### config.mk
export PLATFORM = sky130hd
export DESIGN_NAME = ft600_sync_fifo
export DESIGN_NICKNAME = d
export VERILOG_FILES = /design/src/rtl/ft600_sync_fifo.sv
export SDC_FILE = /design/constraint.sdc
export NUM_CORES = 1
export LEC_CHECK = 0
export ABC_AREA = 1
export ABC_CLOCK_PERIOD_IN_PS = 3330
export BUFFER_PORTS_ARGS = -buffer_cell sky130_fd_sc_hd__buf_2
export CORE_ASPECT_RATIO = 0.8
export CORE_MARGIN = 2
export CORE_UTILIZATION = 55
export CTS_CLUSTER_DIAMETER = 40
export DETAILED_ROUTE_END_ITERATION = 7
export PLACE_DENSITY = 0.73
export SYNTH_ARGS = -nofsm -noshare
export SYNTH_HDL_FRONTEND = slang
export SYNTH_SLANG_ARGS = --single-unit
### constraint.sdc
create_clock -name clk -period 3.33 [get_ports clk]
set_clock_uncertainty 0.1 [all_clocks]
set_input_delay 0.333 -clock clk [delete_from_list [all_inputs] [get_ports clk]]
set_output_delay 0.333 -clock clk [all_outputs]
set_load 0.01 [all_outputs]
### src/rtl/ft600_sync_fifo.sv
// ft600_sync_fifo: first-word fall-through FIFO with full/empty registered from next occupancy.
module ft600_sync_fifo #(
    parameter int W     = 16,
    parameter int DEPTH = 16
) (
    input  logic         clk,
    input  logic         rst_n,
    input  logic         push,
    input  logic [W-1:0] din,
    input  logic         pop,
    output logic [W-1:0] dout,
    output logic         full,
    output logic         empty
);
    localparam int AW = $clog2(DEPTH);
    logic [W-1:0]  mem [DEPTH];
    logic [AW-1:0] wr_ptr, rd_ptr;
    logic [AW:0]   count, count_next;
    logic          push_ok, pop_ok;
    assign pop_ok     = pop && !empty;
    // A push into a full FIFO is taken only when the head leaves on the same edge.
    assign push_ok    = push && (!full || pop_ok);
    assign count_next = count + {{AW{1'b0}}, push_ok} - {{AW{1'b0}}, pop_ok};
    assign dout       = empty ? '0 : mem[rd_ptr];
    always_ff @(posedge clk or negedge rst_n) begin
        if (!rst_n) begin
            wr_ptr <= '0;
            rd_ptr <= '0;
            count  <= '0;
            full   <= 1'b0;
            empty  <= 1'b1;
        end else begin
            wr_ptr <= wr_ptr + AW'(push_ok);
            rd_ptr <= rd_ptr + AW'(pop_ok);
            count  <= count_next;
            full   <= count_next == (AW+1)'(DEPTH);
            empty  <= count_next == '0;
        end
    end
    always_ff @(posedge clk) begin
        if (push_ok) mem[wr_ptr] <= din;
    end
endmodule

Word-level counts from Yosys, hierarchy flattened
Memory sizes are Yosys's and may differ from the RTL's.
Index checks and enable logic that the tools add are counted.
{ "totals": {"register_bits": 15, "mem_bits_rw": 256, "inputBits": 20, "n_memories": 1} }
{ "mem_list": {"columns": ["memory", "words", "word_bits", "rd", "rd_clocked_by_memory_dff", "write_ports", "line_no", "source"], "rows": [
  ["mem", 16, 16, 1, 0, 1, "16", "logic [W-1:0] mem [DEPTH];"]
]} }
{ "classes": {"addsub": 4, "n_eq_ne": 1, "mux": 3, "reduce_logical": 6} }
{ "ops": {"columns": ["operator", "n"], "rows": [
  ["16-bit two-way mux", 1],
  ["4-bit by 1-bit adder with 4-bit output", 2],
  ["5-bit by 1-bit adder with 5-bit output", 1],
  ["5-bit equality test (second input constant)", 1],
  ["5-bit zero test", 1],
  ["5-bit by 1-bit subtractor with 5-bit output", 1],
  ["1-bit logical AND", 2],
  ["1-bit zero test", 2],
  ["1-bit two-way mux", 2],
  ["1-bit logical OR", 1]
]} }

Longest topological paths before layout
Gate-level depths: netlist (run 1).
{ "logic_depth": {"word_depth": 7, "depth_mapped": 12, "depth_no_buf": 12} }

Worst setup path before layout (run 1)
No wires, ideal clock.
{ "synth_path": {"path_kind": "register to register", "from": "register empty", "to": "register empty", "setup_time_ns": 0.067, "arrival_time_ns": 2.470, "path_slack_ns": 0.692, "stages_incl_launch_ff": 12, "n_path_buf": 2, "period_less_slack_ns": 2.638, "path_cell_list": "dfstp_2 -> buf_2 -> clkbuf_1 -> nor2_1 -> ha_1 -> inv_1 -> ha_1 -> fa_1 -> xor2_1 -> nor3_1 -> nand3_1 -> nor2_1"} }
{ "synth_via": {"elab_chain_cells": 7} }
{ "synth_lines": {"columns": ["item", "line_no", "source"], "rows": [
  ["from (decl)", "13", "output logic empty"],
  ["from (signal assigned)", "31", "empty <= 1'b1;"],
  ["from (signal assigned)", "37", "empty <= count_next == '0;"],
  ["1-bit zero test *", "20", "assign pop_ok = pop && !empty;"],
  ["1-bit logical AND *", "20", null],
  ["1-bit logical OR", "22", "assign push_ok = push && (!full || pop_ok);"],
  ["1-bit logical AND", "22", null],
  ["5-bit by 1-bit adder with 5-bit output", "23", "assign count_next = count + {{AW{1'b0}}, push_ok} - {{AW{1'b0}}, pop_ok};"],
  ["5-bit by 1-bit subtractor with 5-bit output *", "23", null],
  ["net count_next[2]", "18", "logic [AW:0] count, count_next;"],
  ["5-bit zero test *", "37", null]
]} }
The timed path passes the listed nets; every way through them passes the cells marked *.

Worst setup path after layout (run 1)
{ "layout_path": {"from": "register rd_ptr[0]", "to": "output dout[13]"} }
{ "layout_via": {"elab_chain_cells": 2} }
{ "layout_lines": {"columns": ["item", "line_no", "source"], "rows": [
  ["from (decl)", "17", "logic [AW-1:0] wr_ptr, rd_ptr;"],
  ["from (signal assigned)", "34", "rd_ptr <= rd_ptr + AW'(pop_ok);"],
  ["memory read 16 x 16 bit", null, null],
  ["16-bit two-way mux", "24", "assign dout = empty ? '0 : mem[rd_ptr];"],
  ["to (decl)", "11", "output logic [W-1:0] dout,"]
]} }
No other way between the ends.

==> impl_results.md, run 1 <==
- Placement Cell Area: 0.01214 sq mm
- Pin count of the biggest net entering global routing: 90
- Clk Latency, worst-skew pair: 0.50 ns
- Total global-route track usage: 25.65%
- Synth top cells by count: 394 x nand2_1, 256 x edfxtp_1, 168 x nand3_1, 142 x inv_1, 29 x buf_2
- ANT cells: 0
- Port Buffer Count: 37
- Met2 Use GR: 40.83%
- Number of flops mapped to enable cells by yosys: 256
- Layout area overhead: 14.60%
- Slew HR: 57.92%
- Final nets: 1,167
- Min-delay worst type: in2reg
- Synth async-reset ratio: 5.535%
- Cts repair resizes: 0
- Global routing's busiest layer: met2
- Dpl hpwl: 15,640 um
- Final cell area excluding filler cells: 0.01327 sq mm
- Max cap viols: 0
- Critical path peak fanout: 67
- Setup Fix Bufs, Post-CTS: 0
- FMAX: 0.3516 GHz
- Num CTS Buffers: 34
- Initial Util: 56.08%
- Share of layout cells above drive strength 1: 12.05%
- Final min period: 2.844 ns
- Data arrival, critical path: 2.41 ns
- Cts hold-fix bufs: 1
- Pleak: 0.005622 uW
- Initial DRT Pass Iterations: 5
- Status: finished clean
- First-iteration detailed-routing DRC count: 840
- Vias: 7,851
- Flops & latches, synth: 271
- Power Density: 928.2 mW/mm^2
- Mapped cell area: 0.01158 sq mm
- Io pins: 38
- Synth area leaders: edfxtp_1 66%, nand2_1 13%, nand3_1 7.3%
- Worst-margin pin slew: 0.6306 ns
- Final TNS setup: 0 ns
- Syn Area/Cell: 10.64 sq um
- First-pass GRT wire length: 43,440 um
- Fin crit share: 85.40%
- Ys flop type: edfxtp_1
- Worst setup path endpoint: dout[13]
- # H-tree levels: 2
- Final Hold Fails: 0
- Max clock buf depth: 3
- Die Width: 166.2 um
- Root Driver: clkbuf_16
- Post-synthesis sequential area ratio: 69.66%
- Worst EP required: 2.90 ns
- GP Congestion: 0.8107
- Synth unique cells: 20
- Yosys warns: 0
- Synth Instances: 1,088
- Critical Path Start Type: flop
- Worst Setup SP: rd_ptr[0]
- Initial antenna violation count: 1
- Chip height: 133.8 um
- GRT overflow: 0
- Worst Setup End Kind: output port
- GRT met1 Usage: 36.46%
- Max-slew violation count: 0
- Share of the synthesized area in the top cell type: 66.41%
- Maximum vdd drop: 0.7379 mV
- Core area: 0.02064 sq mm
- Total power: 12,310 uW
- Worst r2r dst: empty
- Routing usage on met3: 4.605%
- CTS tree: built
- Vias per Instance: 5.486
- Clk slew on worst S/H paths: 0.06 ns
- DRT antenna net count: 0
- FF-to-FF Start: empty
- Routed WL: 27,770 um
- Unrepaired setup endpoints after global routing: no
- Number of global-route vias before repair: 7,725
- Most common cell in the synthesized netlist: nand2_1
- WS Path Type: reg2out
- Setup-failing EPs final: 0
- Flop-to-flop setup slack: 1.01 ns
- Post-route DRC: 0
- Row cnt: 47
- WL per Instance: 19.40 um
- Yosys top cell by area: edfxtp_1
- Syn Nets: 1,118
- Die area: 0.02223 sq mm
- # clock sinks: 271
- Cells on worst reg2reg path: 11
==> sequential cells by signal (all words and copies together) (netlist names) <==
name	flops
empty	1
full	1
rd_ptr	4
count	5
mem	256
wr_ptr	4
==> routing by layer <==
metal	routed length, um	vias to the layer above	share of wire (%)
li1	-	3659	-
met1	11790	3789	42
met2	12980	360	47
met3	2442	43	8.8
met4	559	0	2.0
met5	0	-	0
==> cell families after synthesis <==
kind of cell / after synthesis / share of synthesized area (%)
xor+xnor: 7 / 0.5296
flops: 271 / 69.66
simple gates: 583 / 20.75
buf+inv: 198 / 7.090
fa+ha+maj: 10 / 1.146
compound gates: 19 / 0.8214
==> area by class of cell <==
class                           instances  area, sq um
Sequential cell                       271         8069
Inverter                              145        545.5
Fill cell                            1547         7375
Tap cell                              269        336.6
Clock inverter                         23        229.0
Multi-Input combinational cell        619         2731
Timing Repair Buffer                   66        467.9
Clock buffer                           38        887.1
==> worst min path at each step <==
stage	start	end	slack (ns)	cells after the start
4_1_cts	din[8]	mem[2][8]	0.09	1
2_1_floorplan	rst_n	count[0]	-0.06	0
3_5_place_dp	rst_n	wr_ptr[1]	0.16	1
5_1_grt	din[15]	mem[1][15]	0.12	1
6_report	din[8]	mem[2][8]	0.11	1
3_3_place_gp	rst_n	wr_ptr[1]	0.15	1
==> cell usage in the layout (no fill, tap or decap), drive strengths merged <==
master	instances
xor2	7
nand3	168
bufinv	4
fa	1
nor2	19
buf	65
clkinvlp	2
dfrtp	14
edfxtp	256
clkbuf	38
nor3	1
ha	9
o21ai	1
clkinv	16
dlygate4sd3	1
or2	1
nand2	394
inv	146
a21oi	18
dfstp	1
==> critical path: stages (launching register included) <==
cell and delay (ns):
dfrtp_4 0.50, clkinv_2 0.10, buf_12 0.29, nand2_1 0.09, nand2_1 0.07, nand2_1 0.05
nand3_1 0.10, nand3_1 0.07, a21oi_1 0.39, buf_2 0.23
==> report_power, final <==
group | total, uW | switching, uW | internal, uW
sequential | 4320 | 141 | 4170
combinational | 4370 | 3050 | 1320
clock | 3630 | 1390 | 2240
==> through the flow <==
stage,hold slack (ns),utilization (%),instances,setup slack [ns]
after global routing,0.1221,64.27,1431,0.3248
after floorplan,-0.06259,-,1088,0.6923
after CTS,0.09400,64.27,1431,0.5133
final,0.1089,64.27,1431,0.4861
after global placement,0.1529,58.82,1369,0.9786
after detailed placement,0.1582,58.82,1369,0.9491
No activity file was read; power rests on OpenSTA's default activity.
==> inputs of run 2 (changes only) <==
==> constraint.sdc (replaced) <==
create_clock -name clk -period 3.33 [get_ports clk]
set_clock_uncertainty 0.1 [all_clocks]
set_input_delay 0.4995 -clock clk [delete_from_list [all_inputs] [get_ports clk]]
set_output_delay 0.4995 -clock clk [all_outputs]
set_load 0.01 [all_outputs]
==> run 2 against run 1 <==
  * Total power down 0.67%
  * Worst setup slack worse by 0.36 ns
  * Combinational power about the same
  * Highest routed layer unchanged
  * First-iteration DRC count up 3.7%
  * Non-clock buffer count up 1
  * Final area down 0.24%
  * Final cell count down 0.35%
==> impl_results.md, run 2 (same netlist as run 1, synthesis figures left out) <==
- Status: finished clean
- Critical path peak fanout: 80
- Pin count of the biggest net entering global routing: 81
- Flop pwr share: 35.6%
- Total global-route track usage: 25.34%
- Die Width: 166.2 um
- Slew HR: 62.36%
- Setup-failing EPs final: 0
- Maximum vdd drop: 0.8317 mV
- Final min period: 3.203 ns
- Final core occ: 64.12%
- Row cnt: 47
- GP Congestion: 0.7993
- Max reg flops: 256
- Max clock buf depth: 3
- Power Density: 924.2 mW/mm^2
- Pleak: 0.005591 uW
- Final worst-path setup slack: 0.1272 ns
- Vias: 7,827
- Clock share of power: 28.5%
- Slowest cell on crit path: dfrtp_4
- FMAX: 0.3122 GHz
- Min-delay src: din[8]
- Multi-input gate area: 0.002743 sq mm
- Initial antenna violation count: 1
- Initial Util: 56.08%
- Worst-margin pin slew: 0.5646 ns
- Layout area overhead: 14.33%
- Clk slew on worst S/H paths: 0.06 ns
- GRT overflow: 0
- Core area: 0.02064 sq mm
- Share of layout cells above drive strength 1: 12.02%
- # clock sinks: 271
- CP most frequent cell: nand2_1
- Vias per Instance: 5.489
- Data arrival, critical path: 2.60 ns
- Int Pwr: 7679 uW
- Hold path cells: 1
- Pre-CTS setup slack: 0.6904 ns
- Routed WL: 27,540 um
- Post-route DRC: 0
- Reg area: 0.008069 sq mm
- Largest incremental delay on the critical path: 0.60 ns
- First-pass GRT wire length: 43,130 um
- Max cap viols: 0
- # H-tree levels: 1
- First-iteration detailed-routing DRC count: 871
- Fin crit share: 96.18%
- Final Hold Fails: 0
- Io pins: 38
- Chip height: 133.8 um
- Worst EP required: 2.73 ns
- Critical Path Start Type: flop
- Min-delay worst type: in2reg
- Num CTS Buffers: 31
- WS Path Type: reg2out
- Largest registers: mem x256, count x5
- Net Sw Frac: 37.22%
- FF-to-FF Start: empty
- Combinational Power Share: 35.9%
- Clk Latency, worst-skew pair: 0.55 ns
- Commonest non-fill, non-tap cell in the layout: nand2_1
- WL per Instance: 19.31 um
- Worst-path cell chain: clkinv_2, buf_16, nand2_1, nand2_1, nand2_1, nand3_1, nand3_1, a21oi_1, buf_2
- Die area: 0.02223 sq mm
- Initial DRT Pass Iterations: 6
- Final nets: 1,165
- Commonest cells after routing, fill and taps aside: 394 x nand2_1, 256 x edfxtp_1, 168 x nand3_1, 142 x inv_1, 37 x buf_2
- Root Driver: clkbuf_16
- Cells on worst reg2reg path: 10
- Worst Setup End Kind: output port
- Worst Setup SP: rd_ptr[0]
- Largest reg by FF count: mem
- Port Buffer Count: 37
- Number of global-route vias before repair: 7,652
- Fillers: 1,529
- Dpl hpwl: 15,510 um
- CTS tree: built
- Switching power: 4552 uW
- Max-slew violation count: 0
- DRT antenna net count: 0
## run 2: cell count changes in the layout (fill, tap and decap cells not counted), moves of 2 or more
cell	previous run	this run
clkinv_2	9	5
clkinv_1	6	3
a21oi_2	0	3
a21oi_1	18	15
bufinv_16	4	6
clkbuf_16	35	31
## run 2: worst paths after layout
kind	endpoint	slack (ns)
hold reg to reg	count[0]	0.41
max in group asynchronous	empty	2.56
min in group asynchronous	count[0]	0.28
setup reg to reg	full	0.99
hold / removal	mem[0][8]	0.23
setup / recovery	dout[3]	0.13
## run 2: layout make-up
cell class / count / area share, %
inverters: 145 / 4.122
flip-flops and latches: 271 / 60.97
clock inverters: 19 / 2.004
repair buffers: 67 / 3.649
diodes: 1 / 0.01891
multi-input cells: 619 / 20.72
well taps: 269 / 2.543
clock buffers: 35 / 5.975
## run 2: worst max-delay path: cells and delay by family, from the launching register on
family | cells | cell delay, ns
flip-flops | 1 | 0.60
buffers and inverters | 3 | 0.65
AND/OR/NAND/NOR | 5 | 0.43
AO/OA/AOI/OAI | 1 | 0.33
## run 2: what timing repair did
action / CTS / global route
endpoints found under the setup margin: 0 / 5
setup buffers: 0 / 0
hold buffers: 1 / 0
endpoints found under the hold margin: 14 / 0
gates resized for setup: 0 / 4
## run 2: stage by stage
step	hold slack [ns]	std cells	total power [uW]	cell area, sq um	TNS, ns
final	0.2268	1426	12230	13240	0
after global routing	0.2301	1425	12870	13230	-0.001884
after CTS	0.2244	1425	12200	13210	0
after detailed placement	0.3165	1370	8719	12150	0
after global placement	0.3147	1370	8634	12150	0
after floorplan	0.1039	1088	7167	11580	0
## run 2: per-layer routing
layer	global-route usage, %	wire, um	share of wire (%)
met5	0	0	0
met4	6.763	570	2.1
met3	4.575	2582	9.4
met2	40.48	12810	47
met1	36.45	11580	42
## run 2: power groups by stage
stage | Combinational (uW) | Sequential, uW | Clock [uW]
after detailed placement | 4300 | 4420 | 0
after global placement | 4230 | 4400 | 0
after global routing | 4810 | 4390 | 3670
final | 4390 | 4350 | 3490
after CTS | 4330 | 4350 | 3520
after floorplan | 2820 | 4340 | 0
==> inputs of run 3 (changes only) <==
CORE_UTILIZATION = 60   (was 55)
PLACE_DENSITY = 0.78   (was 0.73)
==> run 3 against run 2 <==
  * Routed wire length barely moved
  * Highest routed layer unchanged
  * Non-clock buffer count grew 3
  * Sequential share of layout area down 0.069 points
  * Critical endpoint is now dout[1]
==> impl_results.md, run 3 (same netlist as run 1, synthesis figures left out) <==
- Max clock buf depth: 3
- Net Sw Frac: 37.22%
- First-pass GRT wire length: 41,520 um
- Pre-CTS setup slack: 0.6529 ns
- Worst path bufs/invs: 3
- Vias: 7,809
- FMAX: 0.3104 GHz
- Critical path peak fanout: 27
- Number of global-route vias before repair: 7,469
- Critical Path Start Type: flop
- Root Driver: clkbuf_16
- Clk Latency, worst-skew pair: 0.55 ns
- Initial Util: 61.19%
- Pleak: 0.005609 uW
- ANT cells: 0
- Status: finished clean
- Num CTS Buffers: 31
- Final non-filler cell total: 1,419
- Final nets: 1,168
- Flop-to-flop setup slack: 0.96 ns
- # clock sinks: 271
- Setup-failing EPs final: 0
- Clock share of power: 28.4%
- Port Buffer Count: 37
- GRT overflow: 0
- Largest reg by FF count: mem
- Largest registers: mem x256, count x5
- Chip height: 128.2 um
- Vias per Instance: 5.503
- Die Width: 159.3 um
- Initial antenna violation count: 0
- Max cap viols: 0
- Worst-margin pin slew: 0.8448 ns
- Data arrival, critical path: 2.62 ns
- Final Hold Fails: 0
- Commonest non-fill, non-tap cell in the layout: nand2_1
- Int Pwr: 7658 uW
- DRT antenna net count: 0
- Hold endpoint: mem[12][12]
- Routed WL: 27,560 um
- Hold path cells: 1
- Min-delay src: din[12]
- Total global-route track usage: 27.00%
- Worst Setup End Kind: output port
- Layout area overhead: 14.46%
- Power Density: 920.6 mW/mm^2
- Min-delay worst type: in2reg
- # H-tree levels: 1
- Final TNS setup: 0 ns
- Final core occ: 70.04%
- Largest incremental delay on the critical path: 0.63 ns
- Maximum vdd drop: 0.8063 mV
- Post-route DRC: 0
- Max reg flops: 256
- Worst EP required: 2.73 ns
- Final min period: 3.222 ns
- Flop pwr share: 35.8%
- Slew HR: 43.68%
- Worst r2r dst: full
- Worst-path cell chain: inv_6, buf_4, nand2_1, nand2_1, nand2_1, nand3_1, nand3_1, a21oi_1, buf_2
- GP Congestion: 0.8240
- Cells after DPL: 1,361
- FF-to-FF Start: empty
- Core area: 0.01892 sq mm
- Top cell family by delay on the critical path: buffers and inverters
- Pin count of the biggest net entering global routing: 109
- Share of layout cells above drive strength 1: 12.14%
- CP most frequent cell: nand2_1
- Fin crit share: 96.75%
- Dpl hpwl: 15,670 um
- Final worst-path setup slack: 0.1082 ns
- WS Path Type: reg2out
- Clk slew on worst S/H paths: 0.06 ns
- WL per Instance: 19.42 um
- Max-slew violation count: 0
- Cells on worst reg2reg path: 9
- Die area: 0.02043 sq mm
- Setup Fix Bufs, Post-CTS: 0
- Switching power: 4540 uW
- Hold slack: 0.2313 ns
- Io pins: 38
- First-iteration detailed-routing DRC count: 879
- Combinational Power Share: 35.8%
- Row cnt: 45
- Slowest cell on crit path: dfrtp_4
- Commonest cells after routing, fill and taps aside: 394 x nand2_1, 256 x edfxtp_1, 168 x nand3_1, 142 x inv_1, 37 x buf_2
- CTS tree: built
- Initial DRT Pass Iterations: 5
run 3: cell types whose count changed in the layout (fill, tap and decap cells not counted), sizes merged:
cell / change
bufinv: -1
buf: +2
clkbuf: +6
diode: -1
clkinvlp: -1
inv: +2
clkinv: -3
run 3: power groups by stage:
| stage | sequential (uW) | combinational (uW) | clock (uW) |
|---|---|---|---|
| 2_1_floorplan | 4340 | 2820 | 0 |
| 6_report | 4360 | 4370 | 3460 |
| 3_3_place_gp | 4400 | 4090 | 0 |
| 4_1_cts | 4350 | 4240 | 3490 |
| 3_5_place_dp | 4420 | 4210 | 0 |
| 5_1_grt | 4400 | 4780 | 3620 |
run 3: worst max path at each step:
| stage | startpoint | cells past startpoint | endpoint |
|---|---|---|---|
| 3_3_place_gp | rd_ptr[0] | 9 | dout[2] |
| 2_1_floorplan | empty | 11 | empty |
| 5_1_grt | rd_ptr[0] | 9 | dout[10] |
| 3_5_place_dp | rd_ptr[0] | 9 | dout[7] |
| 4_1_cts | rd_ptr[0] | 9 | dout[2] |
| 6_report | rd_ptr[0] | 9 | dout[1] |
run 3: per-stage QoR:
| step | area, sq um | total power [uW] |
|---|---|---|
| 3_5_place_dp | 12140 | 8622 |
| 6_report | 13250 | 12200 |
| 2_1_floorplan | 11580 | 7167 |
| 5_1_grt | 13250 | 12810 |
| 4_1_cts | 13200 | 12080 |
| 3_3_place_gp | 12140 | 8496 |
run 3: layout make-up:
type	instances	area (sq um)
repair buffers	70	514.2
well taps	258	322.8
inverters	145	549.3
fillers	1325	5668
clock inverters	16	232.7
flip-flops and latches	271	8069
clock buffers	40	819.5
multi-input cells	619	2743
run 3: per-layer routing:
layer / part of all wire (%) / track usage, % / vias to the layer above
li1: - / - / 3659
met1: 40 / 38.63 / 3689
met2: 47 / 43.32 / 402
met3: 11 / 4.465 / 59
met4: 2.2 / 8.449 / 0
met5: 0 / 0 / -
run 3: timing repair:
| action | 4_1_cts | 5_1_grt |
|---|---|---|
| resized for setup | 0 | 6 |
| hold buffers | 1 | 0 |
| hold endpoints to repair | 14 | 0 |
| setup endpoints to repair | 0 | 10 |
